<file path="src/rtl/riscv_cpu_pkg.sv">
// Shared CPU types: writeback channel payload and load-size encoding.
package riscv_cpu_pkg;

    localparam int unsigned XLEN   = 32;
    localparam int unsigned REG_AW = 5;

    typedef enum logic [1:0] {
        LSU_BYTE = 2'b00,
        LSU_HALF = 2'b01,
        LSU_WORD = 2'b10
    } lsize_e;

    typedef struct packed {
        logic [XLEN-1:0]   data;
        logic [REG_AW-1:0] dest;
        logic              is_load;
        lsize_e            lsize;
        logic              lsigned;
        logic [1:0]        offset;
    } wb_chan_t;

endpackage

</file>
<file path="src/rtl/wb_fifo.sv">
// Pointer/count FIFO with registered full/empty flags; push and pop may coincide.
module wb_fifo #(
    parameter int unsigned DEPTH = 2,
    parameter type         T     = logic
) (
    input  logic clk_i,
    input  logic rst_ni,
    input  logic push_i,
    input  logic pop_i,
    input  T     data_i,
    output T     data_o,
    output logic full_o,
    output logic empty_o
);

    localparam int unsigned PW = (DEPTH > 1) ? $clog2(DEPTH) : 1;
    localparam int unsigned CW = $clog2(DEPTH + 1);

    T              mem_q [DEPTH];
    logic [PW-1:0] wr_ptr_q, rd_ptr_q;
    logic [CW-1:0] count_q, count_d;
    logic          full_q, empty_q;
    logic          do_push, do_pop;

    assign do_pop  = pop_i && !empty_q;
    assign do_push = push_i && (!full_q || do_pop);

    always_comb begin
        count_d = count_q;
        case ({do_push, do_pop})
            2'b10:   count_d = count_q + CW'(1);
            2'b01:   count_d = count_q - CW'(1);
            default: count_d = count_q;
        endcase
    end

    always_ff @(posedge clk_i or negedge rst_ni) begin
        if (!rst_ni) begin
            wr_ptr_q <= '0;
            rd_ptr_q <= '0;
            count_q  <= '0;
            full_q   <= 1'b0;
            empty_q  <= 1'b1;
        end else begin
            if (do_push) wr_ptr_q <= wr_ptr_q + PW'(1);
            if (do_pop)  rd_ptr_q <= rd_ptr_q + PW'(1);
            count_q <= count_d;
            full_q  <= (count_d == CW'(DEPTH));
            empty_q <= (count_d == '0);
        end
    end

    // Storage is not reset; the empty flag guards every read.
    always_ff @(posedge clk_i) begin
        if (do_push) mem_q[wr_ptr_q] <= data_i;
    end

    assign data_o  = mem_q[rd_ptr_q];
    assign full_o  = full_q;
    assign empty_o = empty_q;

endmodule

</file>
<file path="src/rtl/wb_stage_mc.sv">
// Multi-channel writeback: per-channel FIFOs, round-robin grant to write ports,
// same-dest conflict skipping and load byte/half extraction.
module wb_stage_mc
    import riscv_cpu_pkg::*;
#(
    parameter int unsigned NR_CHANNELS = 3,
    parameter int unsigned NR_WPORTS   = 1,
    parameter int unsigned FIFO_DEPTH  = 2,
    parameter int unsigned DATA_WIDTH  = XLEN,
    parameter int unsigned ADDR_WIDTH  = REG_AW
) (
    input  logic                                  clk_i,
    input  logic                                  rst_ni,
    input  logic [NR_CHANNELS-1:0]                ch_valid_i,
    output logic [NR_CHANNELS-1:0]                ch_ready_o,
    input  wb_chan_t [NR_CHANNELS-1:0]            ch_res_i,
    output logic [NR_WPORTS-1:0]                  we_o,
    output logic [NR_WPORTS-1:0][ADDR_WIDTH-1:0]  dest_reg_o,
    output logic [NR_WPORTS-1:0][DATA_WIDTH-1:0]  wdata_o,
    output logic                                  load_err_o
);

    localparam int unsigned RR_W = (NR_CHANNELS > 1) ? $clog2(NR_CHANNELS) : 1;

    wb_chan_t                head [NR_CHANNELS];
    logic [NR_CHANNELS-1:0]  full, empty, pop;
    logic [RR_W-1:0]         rr_q, rr_d;
    wb_chan_t                gnt_res [NR_WPORTS];
    logic [NR_WPORTS-1:0]    gnt_vld, mis;
    logic [XLEN-1:0]         fmt_data [NR_WPORTS];

    logic [NR_WPORTS-1:0]                 we_q;
    logic [NR_WPORTS-1:0][ADDR_WIDTH-1:0] dest_q;
    logic [NR_WPORTS-1:0][DATA_WIDTH-1:0] wdata_q;
    logic                                 err_q;

    for (genvar g = 0; g < NR_CHANNELS; g++) begin : g_ch
        wb_fifo #(.DEPTH(FIFO_DEPTH), .T(wb_chan_t)) u_fifo (
            .clk_i   (clk_i),
            .rst_ni  (rst_ni),
            .push_i  (ch_valid_i[g] && !full[g]),
            .pop_i   (pop[g]),
            .data_i  (ch_res_i[g]),
            .data_o  (head[g]),
            .full_o  (full[g]),
            .empty_o (empty[g])
        );
    end

    assign ch_ready_o = ~full;

    // Round-robin scan from rr_q; a head whose dest matches an earlier grant waits.
    always_comb begin
        int       nr_grant;
        int       idx;
        int       last_ch;
        wb_chan_t cand;
        logic     cand_vld;
        logic     conflict;
        pop      = '0;
        gnt_vld  = '0;
        for (int k = 0; k < NR_WPORTS; k++) gnt_res[k] = '0;
        nr_grant = 0;
        last_ch  = 0;
        idx      = 0;
        cand     = '0;
        cand_vld = 1'b0;
        conflict = 1'b0;
        for (int i = 0; i < NR_CHANNELS; i++) begin
            idx = int'(rr_q) + i;
            if (idx >= int'(NR_CHANNELS)) idx = idx - int'(NR_CHANNELS);
            cand     = '0;
            cand_vld = 1'b0;
            for (int j = 0; j < NR_CHANNELS; j++) begin
                if (j == idx) begin
                    cand     = head[j];
                    cand_vld = !empty[j];
                end
            end
            conflict = 1'b0;
            for (int k = 0; k < NR_WPORTS; k++) begin
                if (k < nr_grant && gnt_res[k].dest == cand.dest) conflict = 1'b1;
            end
            if (cand_vld && nr_grant < int'(NR_WPORTS) && !conflict) begin
                for (int j = 0; j < NR_CHANNELS; j++) begin
                    if (j == idx) pop[j] = 1'b1;
                end
                for (int k = 0; k < NR_WPORTS; k++) begin
                    if (k == nr_grant) begin
                        gnt_vld[k] = 1'b1;
                        gnt_res[k] = cand;
                    end
                end
                last_ch  = idx;
                nr_grant = nr_grant + 1;
            end
        end
        rr_d = rr_q;
        if (nr_grant > 0) begin
            rr_d = (last_ch + 1 >= int'(NR_CHANNELS)) ? '0 : RR_W'(last_ch + 1);
        end
    end

    // Load lane extraction and extension; misaligned half/word loads are flagged.
    always_comb begin
        logic [XLEN-1:0] shifted;
        shifted = '0;
        for (int k = 0; k < NR_WPORTS; k++) begin
            shifted     = gnt_res[k].data >> {gnt_res[k].offset, 3'b000};
            fmt_data[k] = gnt_res[k].data;
            mis[k]      = 1'b0;
            if (gnt_res[k].is_load) begin
                case (gnt_res[k].lsize)
                    LSU_BYTE: fmt_data[k] = {{(XLEN-8){gnt_res[k].lsigned & shifted[7]}}, shifted[7:0]};
                    LSU_HALF: begin
                        fmt_data[k] = {{(XLEN-16){gnt_res[k].lsigned & shifted[15]}}, shifted[15:0]};
                        mis[k]      = gnt_res[k].offset[0];
                    end
                    LSU_WORD: mis[k] = (gnt_res[k].offset != 2'b00);
                    default:  fmt_data[k] = gnt_res[k].data;
                endcase
            end
        end
    end

    always_ff @(posedge clk_i or negedge rst_ni) begin
        if (!rst_ni) begin
            rr_q    <= '0;
            we_q    <= '0;
            dest_q  <= '0;
            wdata_q <= '0;
            err_q   <= 1'b0;
        end else begin
            rr_q  <= rr_d;
            err_q <= |(gnt_vld & mis);
            for (int k = 0; k < NR_WPORTS; k++) begin
                we_q[k] <= gnt_vld[k] && (gnt_res[k].dest != '0) && !mis[k];
                if (gnt_vld[k]) begin
                    dest_q[k]  <= ADDR_WIDTH'(gnt_res[k].dest);
                    wdata_q[k] <= DATA_WIDTH'(fmt_data[k]);
                end
            end
        end
    end

    assign we_o       = we_q;
    assign dest_reg_o = dest_q;
    assign wdata_o    = wdata_q;
    assign load_err_o = err_q;

endmodule

</file>
<file path="config.mk">
export PLATFORM = sky130hd
export DESIGN_NAME = wb_stage_mc
export DESIGN_NICKNAME = d
export VERILOG_FILES = /design/src/rtl/riscv_cpu_pkg.sv /design/src/rtl/wb_fifo.sv /design/src/rtl/wb_stage_mc.sv
export SDC_FILE = /design/constraint.sdc
export NUM_CORES = 1
export LEC_CHECK = 0
export ABC_AREA = 1
export CORE_MARGIN = 5
export CORE_UTILIZATION = 40
export DETAILED_ROUTE_END_ITERATION = 10
export SYNTH_ARGS = -nofsm -noshare
export SYNTH_HDL_FRONTEND = slang
export SYNTH_SLANG_ARGS = --single-unit
export TNS_END_PERCENT = 50
</file>
<file path="constraint.sdc">
create_clock -name clk_i -period 3.23 [get_ports clk_i]
set_clock_uncertainty 0.1 [all_clocks]
set_input_delay 0.323 -clock clk_i [delete_from_list [all_inputs] [get_ports clk_i]]
set_output_delay 0.323 -clock clk_i [all_outputs]
set_load 0.05 [all_outputs]
</file>
== After elaboration in Yosys (flattened, before gate mapping) ==
Memories as Yosys holds them, arrays and structs flattened.
Index checks and enable logic that the tools add are counted.
W data, S select, Z words.
Cells by class
  mux-type cells: 65
  equal/unequal tests: 19
  reduce and logical (&&, ||, !) cells: 40
  shifts and indexed selects: 1
  $add $sub $neg: 20
  magnitude comparators: 9
  bitwise logic cells: 4
Operators with widths (count)
  $mux W43: 14
  $mux W32: 9
  $logic_not A32 Y1: 5
  $add A32 B2 Y32 const B: 3
  $eq A2 B32 Y1 const A: 3
  $eq A3 B32 Y1 const A: 3
  $lt A1 B32 Y1 const A: 2
  $lt A32 B2 Y1 const B: 2
  $pmux W32 S2: 1
  $mux W1: 33
  $ge A32 B3 Y1 const B: 1
  $gt A32 B1 Y1 const B: 1
  $shr A32 B5 Y16: 1
  $logic_and A1 B1 Y1: 17
  $eq A2 B2 Y1 const B: 7
  $pmux W2 S2: 3
  $eq A5 B5 Y1: 2
  $logic_not A1 Y1: 9
  $mux W3: 3
  $eq A2 B1 Y1 const B: 4
  $logic_not A2 Y1: 4
  $sub A3 B2 Y4 const B: 2
  $add A1 B1 Y1 const B: 6
  $add A2 B1 Y2 const B: 3
  13 further kinds: 20
Word-level totals
  output and inout port bits: 42
  word-level logic and storage cells: 181
  memories kept: 3
  input bits: 134
  register bits: 59
  RAM bits: 258
Memories
  g_ch[0].u_fifo.mem_q: depth 2, bits a word 43, read ports 1, clocked after Yosys merged registers in 0, write ports 1, line wb_fifo.sv:19  | T mem_q [DEPTH];
  g_ch[1].u_fifo.mem_q: depth 2, bits a word 43, read ports 1, clocked after Yosys merged registers in 0, write ports 1, line wb_fifo.sv:19
  g_ch[2].u_fifo.mem_q: depth 2, bits a word 43, read ports 1, clocked after Yosys merged registers in 0, write ports 1, line wb_fifo.sv:19

== Depth between registers and ports, before layout ==
  word-level depth: 25
  mapped depth: 24

== By module ==
From an unflattened synthesis, not the netlist that was laid out.
Second synthesis, totals
  cells, all modules: 1996
  area total of the unflattened synthesis: 17101.4 um^2
By module, submodules not included
  wb_fifo: instances 3, cells an instance 257, area each 3467.1 um^2, sequential area each 2733.9 um^2
  wb_stage_mc: instances 1, cells an instance 1225, area each 6700.2 um^2, sequential area each 1026.0 um^2

== Least setup slack after synthesis ==
No wires, ideal clock.
  path kind: register -> register
  from: reg rr_q[0]
  to: reg rr_q[1]
  path buffers: 4
  slack: -271 ps
  cell stages (with the launch flop): 24
  arrival time: 3335 ps
  path through: dfrtp_1 inv_1 ha_1 buf_2 nor2_4 nand2_1 nand2_1 nor2_2 nor2_4 buf_4 buf_4 buf_2 a221o_1 ha_1 nand3_1 ha_1 inv_1 nor2_1 nand4_1 nor4_1 nand3_1 o21ai_1 nand2_1 nand2_1
On the way
  longest elaborated chain between the ends: 22
  elaborated cells on any way between the ends: 70
  those cells by class: add/sub (8); order compare (9); eq/ne (8); mux (33); reduce/logical (12)
RTL lines
  start: declaration: line wb_stage_mc.sv:27  | logic [RR_W-1:0] rr_q, rr_d;
  start signal: assignment: line wb_stage_mc.sv:134  | rr_q <= rr_d;
  $sub A2 B2 Y3, or another cell as far along: line wb_stage_mc.sv:71  | if (idx >= int'(NR_CHANNELS)) idx = idx - int'(NR_CHANNELS);
  $mux W32, or another cell as far along: line wb_stage_mc.sv:71
  $logic_not A32 Y1 or $mux W32 (tied branches): line wb_stage_mc.sv:75, wb_stage_mc.sv:71
  $mux W1, or another cell as far along: line wb_stage_mc.sv:75  | if (j == idx) begin
  $mux W1 or $mux W43 (tied branches) (2 in series): line wb_stage_mc.sv:75
  $mux W1, or another cell as far along: line wb_stage_mc.sv:84  | if (cand_vld && nr_grant < int'(NR_WPORTS) && !conflict) begin
  $lt A1 B32 Y1 or $eq A5 B5 Y1 (tied branches): line wb_stage_mc.sv:82  | if (k < nr_grant && gnt_res[k].dest == cand.dest) conflict = 1'b1;
  $logic_and A1 B1 Y1: line wb_stage_mc.sv:82
  [5 not listed]
  $logic_and A1 B1 Y1: line wb_stage_mc.sv:82
  $mux W1: line wb_stage_mc.sv:82
  $logic_not A1 Y1: line wb_stage_mc.sv:84
  $logic_and A1 B1 Y1: line wb_stage_mc.sv:84
  $mux W32: line wb_stage_mc.sv:84
  $add A32 B2 Y32: line wb_stage_mc.sv:100  | rr_d = (last_ch + 1 >= int'(NR_CHANNELS)) ? '0 : RR_W'(last_ch + 1);
  $ge A32 B3 Y1: line wb_stage_mc.sv:100
  $mux W2: line wb_stage_mc.sv:100
Parallel ways exist; a longest one is shown, timed or not.
A chain may end at the register's enable or synchronous reset.

== Final worst setup path ==
  from: reg rr_q[0]
  to: reg wdata_q, in the netlist wdata_o[5]
On the way
  longest elaborated chain between the ends: 22
  elaborated cells on any way between the ends: 74
  those cells by class: add/sub (6); order compare (7); eq/ne (9); shift (1); mux (37); reduce/logical (14)
RTL lines
  $sub A2 B2 Y3, or another cell as far along: line wb_stage_mc.sv:71
  $mux W32, or another cell as far along: line wb_stage_mc.sv:71
  $logic_not A32 Y1 or $mux W32 (tied branches): line wb_stage_mc.sv:75, wb_stage_mc.sv:71
  $mux W1, or another cell as far along: line wb_stage_mc.sv:75
  $mux W1 or $mux W43 (tied branches) (2 in series): line wb_stage_mc.sv:75
  $mux W1, or another cell as far along: line wb_stage_mc.sv:84
  $lt A1 B32 Y1 or $eq A5 B5 Y1 (tied branches): line wb_stage_mc.sv:82
  $logic_and A1 B1 Y1: line wb_stage_mc.sv:82
  [5 not listed]
  $logic_and A1 B1 Y1: line wb_stage_mc.sv:82
  $mux W1: line wb_stage_mc.sv:82
  $logic_not A1 Y1: line wb_stage_mc.sv:84
  $logic_and A1 B1 Y1: line wb_stage_mc.sv:84
  $mux W43: line wb_stage_mc.sv:84
  $shr A32 B5 Y16, or another cell as far along: line wb_stage_mc.sv:109  | shifted = gnt_res[k].data >> {gnt_res[k].offset, 3'b000};
  $pmux W32 S2: line wb_stage_mc.sv:113  | case (gnt_res[k].lsize)
  $mux W32: line wb_stage_mc.sv:112  | if (gnt_res[k].is_load) begin
  end signal: indexed assignment: line wb_stage_mc.sv:140  | wdata_q[k] <= DATA_WIDTH'(fmt_data[k]);
  end: declaration: line wb_stage_mc.sv:34  | logic [NR_WPORTS-1:0][DATA_WIDTH-1:0] wdata_q;
Parallel ways exist; a longest one is shown, timed or not.

==> implementation parameters <==
Parameter                              Value

Outcome
  Run status    finished clean

Global routing
  Most used routing layer in global routing    met2
  Pin count of the biggest net entering global routing    between 40 and 50
  M2 GR Usage    0.400
  Number of antenna violations at the first check in global routing    0
  Met3 Track Usage GR    0.0283
  Via count of the first global-routing pass    13.8k
  First-pass GRT wire length    between 80 and 90 mm
  Total GRT Usage    0.241
  Met1 routing resource usage after global routing    0.334
  Remaining global-route overflow    0

Placement
  Pre-CTS WS    -0.189 ns
  Count of buffers inserted at the top-level ports    175
  DP HPWL    39.5 mm
  Placed Cells incl. Taps    2,592
  Weighted congestion reported at the end of routability-driven placement    0.951

Synth
  Synthesis Warnings    0
  Async set-or-reset flop fraction in the synthesized netlist    0.186
  Share of the yosys chip area belonging to registers    0.576
  Syn Nets    1,970
  Largest cells by area after synthesis    edfxtp_1 48%, nand2_1 19%, dfrtp_1 8.7%
  Mapped Area    16,000 µm²
  Synth top area share    0.484
  Cell with the most instances after synthesis    nand2_1
  Mean Syn Cell Area    8.82 µm²
  Yosys top cell by area    edfxtp_1
  Leading cell types by count after synthesis    803 x nand2_1, 258 x edfxtp_1, 135 x nor2_1
  Number of enable flip-flop cells after synthesis    ~260
  Synthesized instance count    1,816
  Flip-flop and latch count after synthesis    317
  Cell variety after synth    46
  Top FF cell, synth    edfxtp_1

Worst setup path
  Largest fanout on the critical path    7
  Stage delay of the slowest cell on the critical path    0.43 ns
  Cell family with most CP delay    simple AND/OR/NAND/NOR gates
  Cell breakdown of the critical path    inv_4 -> ha_4 -> nand3_4 -> nor2_2 -> nor2_4 -> buf_6 -> nor2_4 -> buf_4 -> nand2_2 -> o2111ai_2 -> nand2_2 -> ha_4 -> nor2_2 -> nor2_4 -> nand2_1 -> buf_4 -> nand4_1 -> nand2_1 -> nand2_1
  FF-to-FF path depth    19
  Source of the worst register-to-register timing path    rr_q[0]$_DFFE_PN0N_
  Buf/Inv on CP    4
  Nature of the critical path startpoint    flop
  R2r endpoint    wdata_o[5]$_DFFE_PN0P_
  Class of the most critical setup path    reg -> reg
  Sort of element at the end of the critical path    flop
  Arrival @ worst endpoint    3.50 ns
  Required time reported for the critical path endpoint    3.55 ns
  Crit-path slowest cell    dfrtp_2
  Register-to-register setup slack    0.05 ns

Timing
  Tcrit/Tclk final    0.984
  Final hold violation count    0
  Headroom to the max-slew limit    0.368
  Period minus WS final    3.18 ns
  Max Freq    0.315 GHz
  Max Transition Viols Final    0
  Number of setup violations in the final report    0
  Final setup margin    0.0521 ns
  Setup repair after global routing missed its margin    true
  Sum of negative setup slack    0 ns
  Worst-Margin Slew    0.949 ns

Worst hold path
  Class of the worst hold path    in -> reg
  Min-Delay Path Depth    1
  Source of the worst hold timing path    ch_res_i[77]
  Min-Delay Endpoint    g_ch[1].u_fifo.mem_q[0][34]$_DFFE_PP_

Drt
  Vias post-DR    13.9k
  Routed wire per std cell    20.3 µm
  Via count normalized by instance count    5.21
  Number of design-rule violations left by the first detailed-router iteration    1,175
  Number of remaining DRC errors    0
  Number of optimization iterations in the first detailed-route pass    5
  DRT Wirelength    about 54 mm
  Number of routed nets with antenna violations    0

Layout
  Proportion of layout cells with a drive suffix above 1    0.155
  Number of antenna diodes    0
  Final Net Count    about 2.3k
  Area growth from synthesis to layout    30.9%
  Layout Cells excl Fill    around 2.7k

CTS
  Htree depth    2
  Number of buffers created by CTS    34
  Max clock buf depth    3
  CTS sink cnt    approximately 320
  CTS tree    yes
  Clock edge transition at the registers on the reported setup and hold paths    0.06 ns
  Cell chosen for the clock root    clkbuf_16
  Clk Latency, worst-skew pair    between 0.5 and 0.6 ns

Floorplan
  Core Box Area    between 30,000 and 40,000 µm²
  Die outline width    between 200 and 250 µm
  Initial cell density of the core    0.404
  Die outline area    between 40,000 and 50,000 µm²
  Number of top-level pins    approximately 180
  Die boundary height    about 210 µm
  Std-Cell Rows    73

Job
  Max-capacitance violation count    0
-- final cells by class --
class                      instances  area [µm²]
fill                            3636       18700
sequential                       317        9230
multi-input combinational       1332        6420
timing repair buffer             354        3270
clock buffer                      49         991
tap                              525         657
inverter                          77         297
clock inverter                    10        92.6
-- worst max path at each step --
stage / slack, ns / end / start / depth (start not counted)
2_1_floorplan: -0.15 / rr_q[1]$_DFFE_PN0N_ / rr_q[1]$_DFFE_PN0N_ / 23
3_3_place_gp: -0.18 / g_ch[1].u_fifo.full_o$_DFF_PN0_ / rr_q[0]$_DFFE_PN0N_ / 18
3_5_place_dp: -0.19 / g_ch[2].u_fifo.full_o$_DFF_PN0_ / rr_q[0]$_DFFE_PN0N_ / 19
4_1_cts: -0.03 / wdata_o[5]$_DFFE_PN0P_ / rr_q[1]$_DFFE_PN0N_ / 19
5_1_grt: -0.14 / rr_q[0]$_DFFE_PN0N_ / rr_q[0]$_DFFE_PN0N_ / 20
6_report: 0.05 / wdata_o[5]$_DFFE_PN0P_ / rr_q[0]$_DFFE_PN0N_ / 19
-- timing repair --
item / in CTS / in global routing
pin swaps: 2 / 40
resized for setup: 13 / 71
endpoints found under the setup margin: 38 / 44
hold endpoints to repair: 36 / 0
cloned: 0 / 2
hold buffers: 1 / 0
setup buffers: 0 / 11
-- state kept, by name, summed over array words and instances (netlist names) --
name                  count
dest_reg_o                5
g_ch.u_fifo.mem_q       258
g_ch.u_fifo.rd_ptr_q      3
we_o                      1
load_err_o                1
g_ch.u_fifo.empty_o       3
g_ch.u_fifo.full_o        3
rr_q                      2
g_ch.u_fifo.wr_ptr_q      3
g_ch.u_fifo.count_q       6
wdata_o                  32
-- cell families after synthesis --
group,count (synthesis),synth area share
fa+ha+maj,20,0.0156
other cells,1,0.000234
flops,317,0.576
buf+inv,169,0.0469
mux,21,0.0131
compound gates,188,0.0659
simple gates,1088,0.276
xor+xnor,12,0.00656
-- worst reg2reg max path, delay by kind of cell, from the launching register on --
kind	cells	cell delay [ns]
flops	1	0.43
compound gates	1	0.22
fa+ha+maj	2	0.55
simple gates	12	1.28
buf+inv	4	0.48
-- per-layer routing --
layer	wire length, µm	vias up
met5	0	-
li1	-	6597
met1	23600	6634
met2	25800	547
met4	1630	0
met3	3210	98
-- stage by stage --
step | area, µm² | util | hold slack (ns)
after floorplan | 16100 | - | -0.0726
after global placement | 19400 | 0.490 | 0.364
after detailed placement | 19400 | 0.490 | 0.365
after CTS | 20600 | 0.519 | 0.243
after global routing | 21000 | 0.529 | 0.258
final | 21000 | 0.529 | 0.273
-- layout by cell type, fill, tap and decap left out, drive strengths merged --
cell           count
o221ai             6
a21oi             45
a31oi              1
clkbuf            49
ha                20
or2               19
o22ai             28
mux2i             21
o211ai             5
nand3            103
a221oi             3
dfrtp             56
clkdlybuf4s50    174
o2111ai            1
buf              179
o21a               1
conb               1
o21bai             1
a221o              1
nor2             146
nor3               2
nand2            808
xnor2              3
xor2               9
nor4               1
dlygate4sd3        1
a22oi              6
a21o               1
inv               76
bufinv             2
nand4             10
and3               1
o21ai             89
clkinv             9
edfxtp           258
dfstp              3
Power is not shown: default switching activity piles up to over one toggle a cycle in this logic, so the estimate is an artifact.
